File: src/rtl/xgmii_tx_pacer.sv
// xgmii_tx_pacer: descriptor-driven 64-bit XGMII framer with IFG pacing.
// Define TX_STATS_EN to build the frame/byte/drop/underrun counters.
module xgmii_tx_pacer #(
  parameter int MIN_IFG = 2,
  parameter int MIN_LEN = 64,
  parameter int MAX_LEN = 9600,
  parameter int LEN_W   = 16
) (
  input  logic             clk156,
  input  logic             rst,
  input  logic             desc_valid,
  output logic             desc_ready,
  input  logic [LEN_W-1:0] desc_len,
  input  logic             data_valid,
  output logic             data_ready,
  input  logic [63:0]      data_in,
  input  logic [3:0]       ifg_cfg,
  output logic [63:0]      xgmii_txd,
  output logic [7:0]       xgmii_txc,
  output logic             busy,
  output logic [31:0]      frame_cnt,
  output logic [47:0]      byte_cnt,
  output logic [15:0]      drop_cnt,
  output logic [15:0]      urun_cnt
);

  localparam int WC_W = LEN_W - 2;

  localparam logic [2:0] S_IDLE  = 3'd0;
  localparam logic [2:0] S_START = 3'd1;
  localparam logic [2:0] S_DATA  = 3'd2;
  localparam logic [2:0] S_TERM  = 3'd3;
  localparam logic [2:0] S_DRAIN = 3'd4;
  localparam logic [2:0] S_DROP  = 3'd5;
  localparam logic [2:0] S_IFG   = 3'd6;

  localparam logic [63:0] IDLE_W  = 64'h0707070707070707;
  localparam logic [63:0] START_W = 64'hD5555555555555FB;
  localparam logic [63:0] TERM_W  = 64'h07070707070707FD;
  localparam logic [63:0] ERR_W   = 64'hFEFEFEFEFEFEFEFE;

  logic [2:0]       state, state_nx;
  logic [LEN_W-1:0] len_q, len_nx;
  logic [WC_W-1:0]  rem, rem_nx;
  logic [3:0]       ifg_cnt, ifg_nx;
  logic [3:0]       ifg_load;
  logic             first_q, first_nx;
  logic [63:0]      txd_nx;
  logic [7:0]       txc_nx;
  logic [63:0]      last_d;
  logic [7:0]       last_c;
  logic             good_term, urun_evt, drop_evt;
  logic             bad_len;
  logic [WC_W-1:0]  desc_words;

  // Gap counter holds (gap - 1); the IFG state doubles as IDLE once it hits 0.
  assign ifg_load = ((ifg_cfg < 4'(MIN_IFG)) ? 4'(MIN_IFG) : ifg_cfg) - 4'd1;

  assign desc_ready = !rst && (ifg_cnt == 4'd0) &&
                      ((state == S_IDLE) || (state == S_IFG));
  assign data_ready = (state == S_DATA) ||
                      (((state == S_DRAIN) || (state == S_DROP)) && (rem != '0));
  assign busy = (state != S_IDLE);

  assign bad_len = (desc_len < LEN_W'(MIN_LEN)) || (desc_len > LEN_W'(MAX_LEN));
  assign desc_words = WC_W'(desc_len[LEN_W-1:3]) + WC_W'(desc_len[2:0] != 3'd0);

  always_comb begin
    last_d = IDLE_W;
    last_c = 8'hFF;
    for (int i = 0; i < 8; i++) begin
      if (i < int'(len_q[2:0])) begin
        last_d[8*i +: 8] = data_in[8*i +: 8];
        last_c[i] = 1'b0;
      end else if (i == int'(len_q[2:0])) begin
        last_d[8*i +: 8] = 8'hFD;
      end
    end
  end

  always_comb begin
    state_nx  = state;
    len_nx    = len_q;
    rem_nx    = rem;
    ifg_nx    = ifg_cnt;
    first_nx  = first_q;
    txd_nx    = IDLE_W;
    txc_nx    = 8'hFF;
    good_term = 1'b0;
    urun_evt  = 1'b0;
    drop_evt  = 1'b0;
    unique case (state)
      S_IDLE, S_IFG: begin
        if (ifg_cnt != 4'd0) begin
          ifg_nx = ifg_cnt - 4'd1;
        end else if (desc_valid) begin
          len_nx = desc_len;
          rem_nx = desc_words;
          if (bad_len) begin
            drop_evt = 1'b1;
            state_nx = S_DROP;
          end else begin
            state_nx = S_START;
          end
        end else begin
          state_nx = S_IDLE;
        end
      end
      S_START: begin
        if (data_valid) begin
          txd_nx   = START_W;
          txc_nx   = 8'h01;
          state_nx = S_DATA;
        end
      end
      S_DATA: begin
        if (!data_valid) begin
          txd_nx   = ERR_W;
          urun_evt = 1'b1;
          first_nx = 1'b1;
          state_nx = S_DRAIN;
        end else begin
          rem_nx = rem - WC_W'(1);
          txd_nx = data_in;
          txc_nx = 8'h00;
          if (rem == WC_W'(1)) begin
            if (len_q[2:0] == 3'd0) begin
              state_nx = S_TERM;
            end else begin
              txd_nx    = last_d;
              txc_nx    = last_c;
              good_term = 1'b1;
              ifg_nx    = ifg_load;
              state_nx  = S_IFG;
            end
          end
        end
      end
      S_TERM: begin
        txd_nx    = TERM_W;
        good_term = 1'b1;
        ifg_nx    = ifg_load;
        state_nx  = S_IFG;
      end
      S_DRAIN: begin
        first_nx = 1'b0;
        if (first_q) txd_nx = TERM_W;
        if (data_valid && (rem != '0)) rem_nx = rem - WC_W'(1);
        if ((rem == '0) || (data_valid && (rem == WC_W'(1)))) begin
          ifg_nx   = ifg_load;
          state_nx = S_IFG;
        end
      end
      S_DROP: begin
        if (data_valid && (rem != '0)) rem_nx = rem - WC_W'(1);
        if ((rem == '0) || (data_valid && (rem == WC_W'(1))))
          state_nx = S_IDLE;
      end
      default: state_nx = S_IDLE;
    endcase
  end

  always_ff @(posedge clk156 or posedge rst) begin
    if (rst) begin
      state     <= S_IDLE;
      len_q     <= '0;
      rem       <= '0;
      ifg_cnt   <= 4'd0;
      first_q   <= 1'b0;
      xgmii_txd <= IDLE_W;
      xgmii_txc <= 8'hFF;
    end else begin
      state     <= state_nx;
      len_q     <= len_nx;
      rem       <= rem_nx;
      ifg_cnt   <= ifg_nx;
      first_q   <= first_nx;
      xgmii_txd <= txd_nx;
      xgmii_txc <= txc_nx;
    end
  end

`ifdef TX_STATS_EN
  logic [31:0] frame_q;
  logic [47:0] byte_q;
  logic [15:0] drop_q;
  logic [15:0] urun_q;

  always_ff @(posedge clk156 or posedge rst) begin
    if (rst) begin
      frame_q <= '0;
      byte_q  <= '0;
      drop_q  <= '0;
      urun_q  <= '0;
    end else begin
      if (good_term) begin
        frame_q <= frame_q + 32'd1;
        byte_q  <= byte_q + 48'(len_q);
      end
      if (drop_evt) drop_q <= drop_q + 16'd1;
      if (urun_evt) urun_q <= urun_q + 16'd1;
    end
  end

  assign frame_cnt = frame_q;
  assign byte_cnt  = byte_q;
  assign drop_cnt  = drop_q;
  assign urun_cnt  = urun_q;
`else
  logic unused_stats;
  assign unused_stats = ^{good_term, urun_evt, drop_evt, len_q};
  assign frame_cnt = '0;
  assign byte_cnt  = '0;
  assign drop_cnt  = '0;
  assign urun_cnt  = '0;
`endif

endmodule

File: config.mk
export PLATFORM = sky130hd
export DESIGN_NAME = xgmii_tx_pacer
export DESIGN_NICKNAME = d
export VERILOG_FILES = /design/src/rtl/xgmii_tx_pacer.sv
export SDC_FILE = /design/constraint.sdc
export NUM_CORES = 1
export LEC_CHECK = 0
export BUFFER_PORTS_ARGS = -buffer_cell sky130_fd_sc_hd__buf_2
export CELL_PAD_IN_SITES_DETAIL_PLACEMENT = 1
export CELL_PAD_IN_SITES_GLOBAL_PLACEMENT = 1
export CORE_MARGIN = 2
export CORE_UTILIZATION = 30
export CTS_CLUSTER_DIAMETER = 80
export DETAILED_ROUTE_END_ITERATION = 10
export PLACE_DENSITY = 0.8
export SLEW_MARGIN = 20
export SYNTH_ARGS = -nofsm -noshare
export SYNTH_HDL_FRONTEND = slang
export SYNTH_SLANG_ARGS = --single-unit
File: constraint.sdc
create_clock -name clk156 -period 2.68 [get_ports clk156]
set_input_delay 0.268 -clock clk156 [delete_from_list [all_inputs] [get_ports clk156]]
set_output_delay 0.268 -clock clk156 [all_outputs]
set_load 0.005 [all_outputs]
# Word-level counts from Yosys, hierarchy flattened
# Index checks and enable logic that the tools add are counted.
dict set report op_classes {
  addsub 4
  magnitude_cmp 10
  n_eq_ne 26
  muxes 57
  bitwise_logic 1
  reduce_logical 30
}
# op n
set ops {}
lappend ops {{64-bit two-way mux} 4}
lappend ops {{64-bit case mux with 4 select lines} 1}
lappend ops {{8-bit two-way mux} 20}
lappend ops {{14-bit two-way mux} 4}
lappend ops {{14-bit case mux with 3 select lines} 1}
lappend ops {{3-bit two-way mux} 9}
lappend ops {{4-bit two-way mux} 6}
lappend ops {{3-bit case mux with 6 select lines} 1}
lappend ops {{16-bit by 14-bit > comparator with 1-bit output, second input constant} 1}
lappend ops {{16-bit by 7-bit < comparator with 1-bit output, second input constant} 1}
lappend ops {{4-bit case mux with 4 select lines} 1}
lappend ops {{8-bit case mux with 2 select lines} 1}
lappend ops {{13-bit by 1-bit adder with 14-bit output} 1}
lappend ops {{14-bit by 1-bit equality test with 1-bit output, second input constant} 1}
lappend ops {{14-bit logical NOT} 1}
lappend ops {{2-bit != test, second input constant} 7}
lappend ops {{14-bit nonzero test} 1}
lappend ops {{14-bit by 1-bit subtractor with 14-bit output, second input constant} 1}
lappend ops {{3-bit equality test, first input constant} 4}
lappend ops {{5-bit AND reduction} 2}
lappend ops {{3-bit equality test, second input constant} 3}
lappend ops {{3-bit logical NOT} 3}
lappend ops {{3-bit < comparator, first input constant} 3}
lappend ops {{3-bit nonzero test} 3}
lappend ops {{other kinds (23)} 48}
dict set report totals {
  reg_bits 97
  inputBits 88
  out_inout_bits 187
}

# Longest topological paths before layout
# Gate-level depths: netlist of run 1.
dict set report depth {
  depth_word 7
  ltp_mapped 9
  depth_no_buf 9
}

# Worst setup path before layout of run 1
# OpenSTA, ideal clock, no wires.
dict set report synth_path {
  path_type {input -> output}
  start {input port rst}
  end {output port desc_ready}
  arrival_time_ns 2.656
  required_ns 2.412
  setup_slack_ns -0.244
  stages 2
  path_buffers 0
  cell_sequence {inv_1 and3_1}
}
dict set report synth_between {
  elab_chain_len 3
}
# item line_no
set synth_rtl {}
lappend synth_rtl {{start: declaration} 10} ;# input logic rst,
lappend synth_rtl {{1-bit logical NOT (no source line)} -}
lappend synth_rtl {{1-bit logical AND (2 in a row)} 59} ;# assign desc_ready = !rst && (ifg_cnt == 4'd0) &&
lappend synth_rtl {{end: declaration} 12} ;# output logic desc_ready,
# Every way passes these cells.

# Final worst setup path of run 1
dict set report layout_path {
  start {register rem[8]}
  end {output port data_ready}
}
dict set report layout_between {
  elab_chain_len 3
}
# item line_no
set layout_rtl {}
lappend layout_rtl {{start: declaration} 44} ;# logic [WC_W-1:0] rem, rem_nx;
lappend layout_rtl {{start signal: assignment} 175} ;# rem <= rem_nx;
lappend layout_rtl {{14-bit nonzero test} 62} ;# (((state == S_DRAIN) || (state == S_DROP)) && (rem != '0));
lappend layout_rtl {{1-bit logical AND} 62}
lappend layout_rtl {{1-bit logical OR} 61} ;# assign data_ready = (state == S_DATA) ||
lappend layout_rtl {{end: declaration} 15} ;# output logic data_ready,
# Every way passes these cells.

==> flow_metrics.tcl, run 1 <==
set metrics [dict create \
    outcome "finished, final reports clean" \
    yosysMostFrequentCell "buf_4" \
    gp_congestion 0.890 \
    slew_headroom 0.508 \
    via_per_inst 4.74 \
    clock_sinks 97 \
    rsz0062_at_grt "no" \
    cts_buffers 9 \
    clock-root-buffer "clkbuf_16" \
    hp-class "in -> async" \
    dr.first_iter.drc_count 160 \
    setup_viol 0 \
    synth_cell_types 63 \
    tritoncts "built" \
    antenna_found_initial 3 \
    io_buffers 162 \
    grt_overflow 0 \
    htreeDepth 3 \
    synthTopCellsByArea "dfrtp_1, buf_4, dfstp_2, o21ai_0, a21oi_1" \
    worst_ep_required_time_ps 2410 \
    drv_cap 0 \
    hold_viol_final 0 \
    synthTopCellsByCount "buf_4, o21ai_0, dfrtp_1" \
    synthCells 647 \
    routed_wl_microns 17700 \
    nets 915 \
    crit_fanout 7 \
    worstReg2RegStart "rem[8]" \
    ios 275 \
    crit_path_start_kind "flop" \
    grt_pass1_vias 5090 \
    yosysTopAreaCell "dfrtp_1" \
    yosysSeqAreaShare 0.426 \
    timing.critical_path.from "rem[8]" \
    critPathArrivalTime_ps 2300 \
    die_x_microns 143 \
    power_density_mw_per_mm2 929 \
    r2r_slack_ps 150 \
    synth_top_area_share 0.281 \
    power_mw 6.44 \
    wl_per_cell_microns 16.3 \
    clk_pin_slew_worst_paths_ps 70 \
    drive_gt1_frac 0.317 \
    slew_viol_final 0 \
    cp-end-kind "output port" \
    ys_warn_count 0 \
    cts.path.max_buffers 2 \
    die-area_sq_mm 0.0205 \
    rows 50 \
    grt_usage 0.166 \
    ant_nets 0 \
    num_vias 5157 \
    hpwl_microns 13500 \
    clk-insertion-delay-late_ps 350 \
    finalCritPeriodShare 0.957 \
    ys_async_sr_fraction 1.00 \
    tns_ps 0 \
    synth_area_sq_mm 0.00580 \
    grt_max_degree 98 \
    fmax_ghz 0.390 \
    initial_utilization 0.308 \
    coreArea_sq_mm 0.0188 \
    final.min_clock_period_ps 2570 \
    vdd_drop_max_mv 0.311 \
    drc 0 \
    grt_pass1_wl_microns 26400 \
    fin_skew_ps 11.3 \
    dr.pass1.iters 4 \
    synth_flop_cell "dfrtp_1" \
    power.leakage_nw 3.32 \
    synth_edf_count 0 \
    synth_area_per_cell_sq_um 8.96 \
    critPathKind "reg -> out" \
    area_growth_pct 19.6 \
    ys_ff_latch 97 \
    tightestPinTransition_ps 730 \
    die_h_microns 143 \
]
==> worst max-delay path, cell delays in order, from the launching register on <==
cell,delay [ps]
dfrtp_1,440
or4_4,570
or3b_4,430
o21ai_2,180
nand2_1,150
buf_2,180
==> layout by cell type (no fill, tap or decap), types with 4 or more instances in the layout <==
master and n:
nand4_1 5, nand3_1 13, inv_1 13, nor4_1 7, o22ai_1 5, o21a_1 7
nand2_1 52, o31ai_1 5, nor2b_1 5, a21o_1 6, buf_2 162, a31oi_1 8
nand2b_1 11, nor2_1 43, nor3b_1 5, dfstp_2 32, nor3_1 13, xor2_1 8
conb_1 112, mux2_2 4, clkbuf_16 9, a21oi_1 44, o21ai_0 73, or3_1 8
a22o_1 7, buf_4 32, ha_1 6, dfrtp_1 65
==> layout make-up <==
cell class	instances	area (sq um)
sequential	97	2470
tap	260	325
inverter	14	56.3
multi-input combinational	504	2710
clock inverter	6	68.8
antenna	2	5.00
clock buffer	10	229
fill	2308	11900
timing repair buffer	195	1070
==> kinds of logic (layout without fill, tap and decap cells) <==
kind of cell             Yosys count  count (layout)  synth area share
other                              1             114          0.000647
XOR/XNOR                          10              10            0.0151
multiplexers                       7               7            0.0130
AND/OR/NAND/NOR                  186             186             0.162
flip-flops                        97              97             0.426
buffers and inverters            157             225             0.180
AO/OA/AOI/OAI                    183             183             0.191
adder cells (fa/ha/maj)            6               6            0.0130
==> worst paths after layout <==
path	to	cells past startpoint
worst max register to register	ifg_cnt[2]	6
worst min register to register	rem[7]	1
max in group asynchronous	xgmii_txd[49]	3
worst min-delay path	state[1]	3
worst max-delay path	data_ready	5
min in group clk156	xgmii_txd[42]	3
==> power by group <==
group | leakage [nW] | switching, mW | internal (mW) | total (mW)
clock | 0.143 | 0.576 | 0.727 | 1.30
combinational | 1.99 | 1.71 | 1.19 | 2.90
sequential | 1.18 | 0.253 | 1.98 | 2.24
==> flip-flops by register name, indices dropped and copies added, names as in the netlist <==
| signal | flops |
|---|---|
| first_q | 1 |
| ifg_cnt | 4 |
| len_q | 3 |
| rem | 14 |
| state | 3 |
| xgmii_txc | 8 |
| xgmii_txd | 64 |
==> routing by layer <==
metal	part of all wire	vias to the layer above	routed length, microns	GRT usage
met4	0.021	2	372	0.0594
met2	0.50	206	8900	0.299
met5	0.00073	-	13	0
met3	0.073	23	1300	0.0392
li1	-	2390	-	-
met1	0.40	2536	7120	0.191
==> through the flow <==
step	area, sq um	worst slack, ps	utilization	std cells	hold slack [ps]
after floorplan	6220	218	-	758	364
after global placement	6630	229	0.352	1070	465
after CTS	6920	94.0	0.368	1086	100
after detailed placement	6630	160	0.352	1070	472
final	6930	114	0.368	1088	101
after global routing	6930	8.67	0.368	1086	115
==> timing repair <==
| action | CTS | global route |
|---|---|---|
| setup buffers | 0 | 0 |
| gates resized for setup | 0 | 1 |
| setup endpoints to repair | 0 | 1 |
| hold buffers | 0 | 0 |
No activity file was read; power rests on OpenSTA's default activity.
==> run 2, diff against run 1 <==
--- a/config.mk
+++ b/config.mk
@@ -5,14 +5,15 @@
 export SDC_FILE = /design/constraint.sdc
 export NUM_CORES = 1
 export LEC_CHECK = 0
+export ABC_AREA = 1
 export BUFFER_PORTS_ARGS = -buffer_cell sky130_fd_sc_hd__buf_2
-export CELL_PAD_IN_SITES_DETAIL_PLACEMENT = 1
+export CELL_PAD_IN_SITES_DETAIL_PLACEMENT = 0
 export CELL_PAD_IN_SITES_GLOBAL_PLACEMENT = 1
 export CORE_MARGIN = 2
 export CORE_UTILIZATION = 30
 export CTS_CLUSTER_DIAMETER = 80
 export DETAILED_ROUTE_END_ITERATION = 10
-export PLACE_DENSITY = 0.8
+export PLACE_DENSITY = 0.82
 export SLEW_MARGIN = 20
 export SYNTH_ARGS = -nofsm -noshare
 export SYNTH_HDL_FRONTEND = slang
==> flow_metrics.tcl, run 2 <==
set metrics [dict create \
    slew_headroom 0.523 \
    final.min_clock_period_ps 2270 \
    regMostFlops "xgmii_txd" \
    ff2ff_path_depth 11 \
    grt_pass1_wl_microns 25500 \
    r2r_slack_ps 410 \
    fin_skew_ps 8.87 \
    drv_cap 0 \
    yosysMostFrequentCell "nand2_1" \
    die_x_microns 147 \
    tightestPinTransition_ps 707 \
    synth_top_area_share 0.266 \
    routed_wl_microns 16500 \
    vdd_drop_max_mv 0.400 \
    crit_fanout 41 \
    initial_utilization 0.305 \
    dr.first_iter.drc_count 278 \
    cts.path.max_buffers 2 \
    synth.area.mux_share 0 \
    ys_warn_count 0 \
    clk_pin_slew_worst_paths_ps 70 \
    met3_usage 0.0258 \
    drive_gt1_frac 0.240 \
    coreArea_sq_mm 0.0201 \
    finalCritPeriodShare 0.847 \
    multiInputGateArea_sq_mm 0.00279 \
    dp.cells 1259 \
    p_seq_frac 0.353 \
    outcome "finished, final reports clean" \
    critPathKind "reg -> reg" \
    wl_per_cell_microns 12.9 \
    fill_cells 2185 \
    yosys.area_share.adder 0.0123 \
    post_cts_resized 0 \
    synth_top_family_by_area "simple AND/OR/NAND/NOR gates" \
    die-area_sq_mm 0.0216 \
    area_growth_pct 16.4 \
    nets 1094 \
    hold_viol_final 0 \
    diodes 0 \
    num_vias 5334 \
    final_core_util 0.354 \
    drc 0 \
    slew_viol_final 0 \
    htreeDepth 3 \
    clock-root-buffer "clkbuf_16" \
    dp_slack_ps 437 \
    antenna_found_initial 0 \
    grt_pass1_vias 4918 \
    grt_usage 0.149 \
    crit_slowest_cell "dfrtp_1" \
    cp-end-kind "flop" \
    io_buffers 162 \
    yosysTopAreaCell "dfrtp_1" \
    yosysSeqAreaShare 0.403 \
    crit_path_start_kind "flop" \
    synthCells 840 \
    worstReg2RegStart "state[2]" \
    tns_ps 0 \
    clock_sinks 97 \
    top_regs "xgmii_txd: 64 flops, rem: 14 flops, xgmii_txc: 8 flops" \
    ant_nets 0 \
    busiest_layer "met2" \
    synth_area_sq_mm 0.00612 \
    grt_use_met1 0.193 \
    ios 275 \
    synth_area_per_cell_sq_um 7.29 \
    comb_power_share 0.448 \
    synth_cell_types 36 \
    critPathArrivalTime_ps 2560 \
    ys_ff_latch 97 \
    ys_async_sr_fraction 1.00 \
    use_met2 0.252 \
    power_mw 6.74 \
    r2r-end "rem[1]" \
    synth-simple-area-share 0.307 \
    via_per_inst 4.18 \
    cp_top_family "simple AND/OR/NAND/NOR gates" \
    hp-class "in -> async" \
    cts_setup_buffers 0 \
    rsz0062_at_grt "no" \
    hpwl_microns 12900 \
    crit_buf_inv 3 \
    synth-xor-area-share 0.0100 \
    synthTopCellsByArea "dfrtp_1, nand2_1, buf_4, dfstp_2, inv_1" \
    largest_register_ffs 64 \
    grt_max_degree 98 \
    sw_frac_of_total 0.424 \
    fmax_ghz 0.440 \
    layout_commonest_cell "nand2_1" \
    pwr-share-clk 0.199 \
    clk-insertion-delay-late_ps 350 \
    synth_compound_area_frac 0.0578 \
    synth_flop_cell "dfrtp_1" \
    path_cells "inv_2 > nand2_4 > nor2_8 > buf_4 > nand2_2 > inv_1 > nor2_2 > nand2_2 > a21oi_4 > nand2_1 > nand2_1" \
    grt_overflow 0 \
    cts_buffers 9 \
    die_h_microns 147 \
    setup_viol 0 \
    critPathMaxStageDelay_ps 430 \
    synthTopCellsByCount "nand2_1, buf_4, inv_1" \
    rows 52 \
    p_int_mw 3.88 \
    dr.pass1.iters 5 \
    holdBufCountCts 0 \
    synth_edf_count 0 \
    regArea_sq_mm 0.00247 \
    worst_ep_required_time_ps 2970 \
    final_cell_mix "nand2_1, buf_2, conb_1" \
    gp_congestion 0.824 \
    worst_slack_ps 409 \
    power.leakage_nw 4.12 \
    power_density_mw_per_mm2 946 \
    power.net_switching_mw 2.86 \
    final_cells 1275 \
    tritoncts "built" \
]
[run 2: cell families after synthesis]
logic type / count (synthesis)
AOI/OAI and AO/OA: 65
xor gates and xnor gates: 7
adders and majority gates: 6
buffers and inverters: 221
DFF: 97
other: 1
and+or+nand+nor: 443
[run 2: stage by stage]
step | hold WS (ps) | instance area [sq um]
after floorplan | 364 | 6540
after global placement | 462 | 6810
after detailed placement | 460 | 6810
after CTS | 90.4 | 7120
after global routing | 107 | 7120
final | 71.3 | 7120
[run 2: worst reg2reg max path, delay by kind of cell (launching register included)]
family / cells / cell delay (ps)
flops: 1 / 430
simple gates: 7 / 930
buf+inv: 3 / 520
compound gates: 1 / 340
[run 2: power groups by stage]
stage,Combinational (mW),Sequential [mW],Clock [mW]
6_report,3.02,2.38,1.34
5_1_grt,3.46,2.45,1.44
4_1_cts,3.05,2.38,1.38
3_5_place_dp,3.03,2.41,0
3_3_place_gp,3.01,2.40,0
2_1_floorplan,2.18,2.39,0
[run 2: area by class of cell]
class / instances / area share
clock buffer: 10 / 0.0335
timing repair buffer: 167 / 0.121
sequential: 97 / 0.346
inverter: 92 / 0.0497
tap: 270 / 0.0474
multi-input combinational: 633 / 0.392
clock inverter: 6 / 0.0104
[run 2: metal layers]
| layer | part of all wire | wire (microns) | vias to the layer above |
|---|---|---|---|
| li1 | - | - | 2698 |
| met1 | 0.44 | 7210 | 2380 |
| met2 | 0.47 | 7710 | 239 |
| met3 | 0.079 | 1300 | 17 |
| met4 | 0.018 | 289 | 0 |
| met5 | 0 | 0 | - |
[run 2: how the worst max path moves through the flow]
| stage | start | to | slack [ps] | cells after the start |
|---|---|---|---|---|
| 4_1_cts | state[2] | rem[8] | 410 | 11 |
| 2_1_floorplan | rem[1] | xgmii_txd[30] | 1040 | 12 |
| 3_5_place_dp | state[1] | rem[8] | 440 | 10 |
| 6_report | state[2] | rem[1] | 410 | 11 |
| 3_3_place_gp | state[1] | rem[9] | 530 | 10 |
| 5_1_grt | state[1] | rem[6] | 180 | 10 |
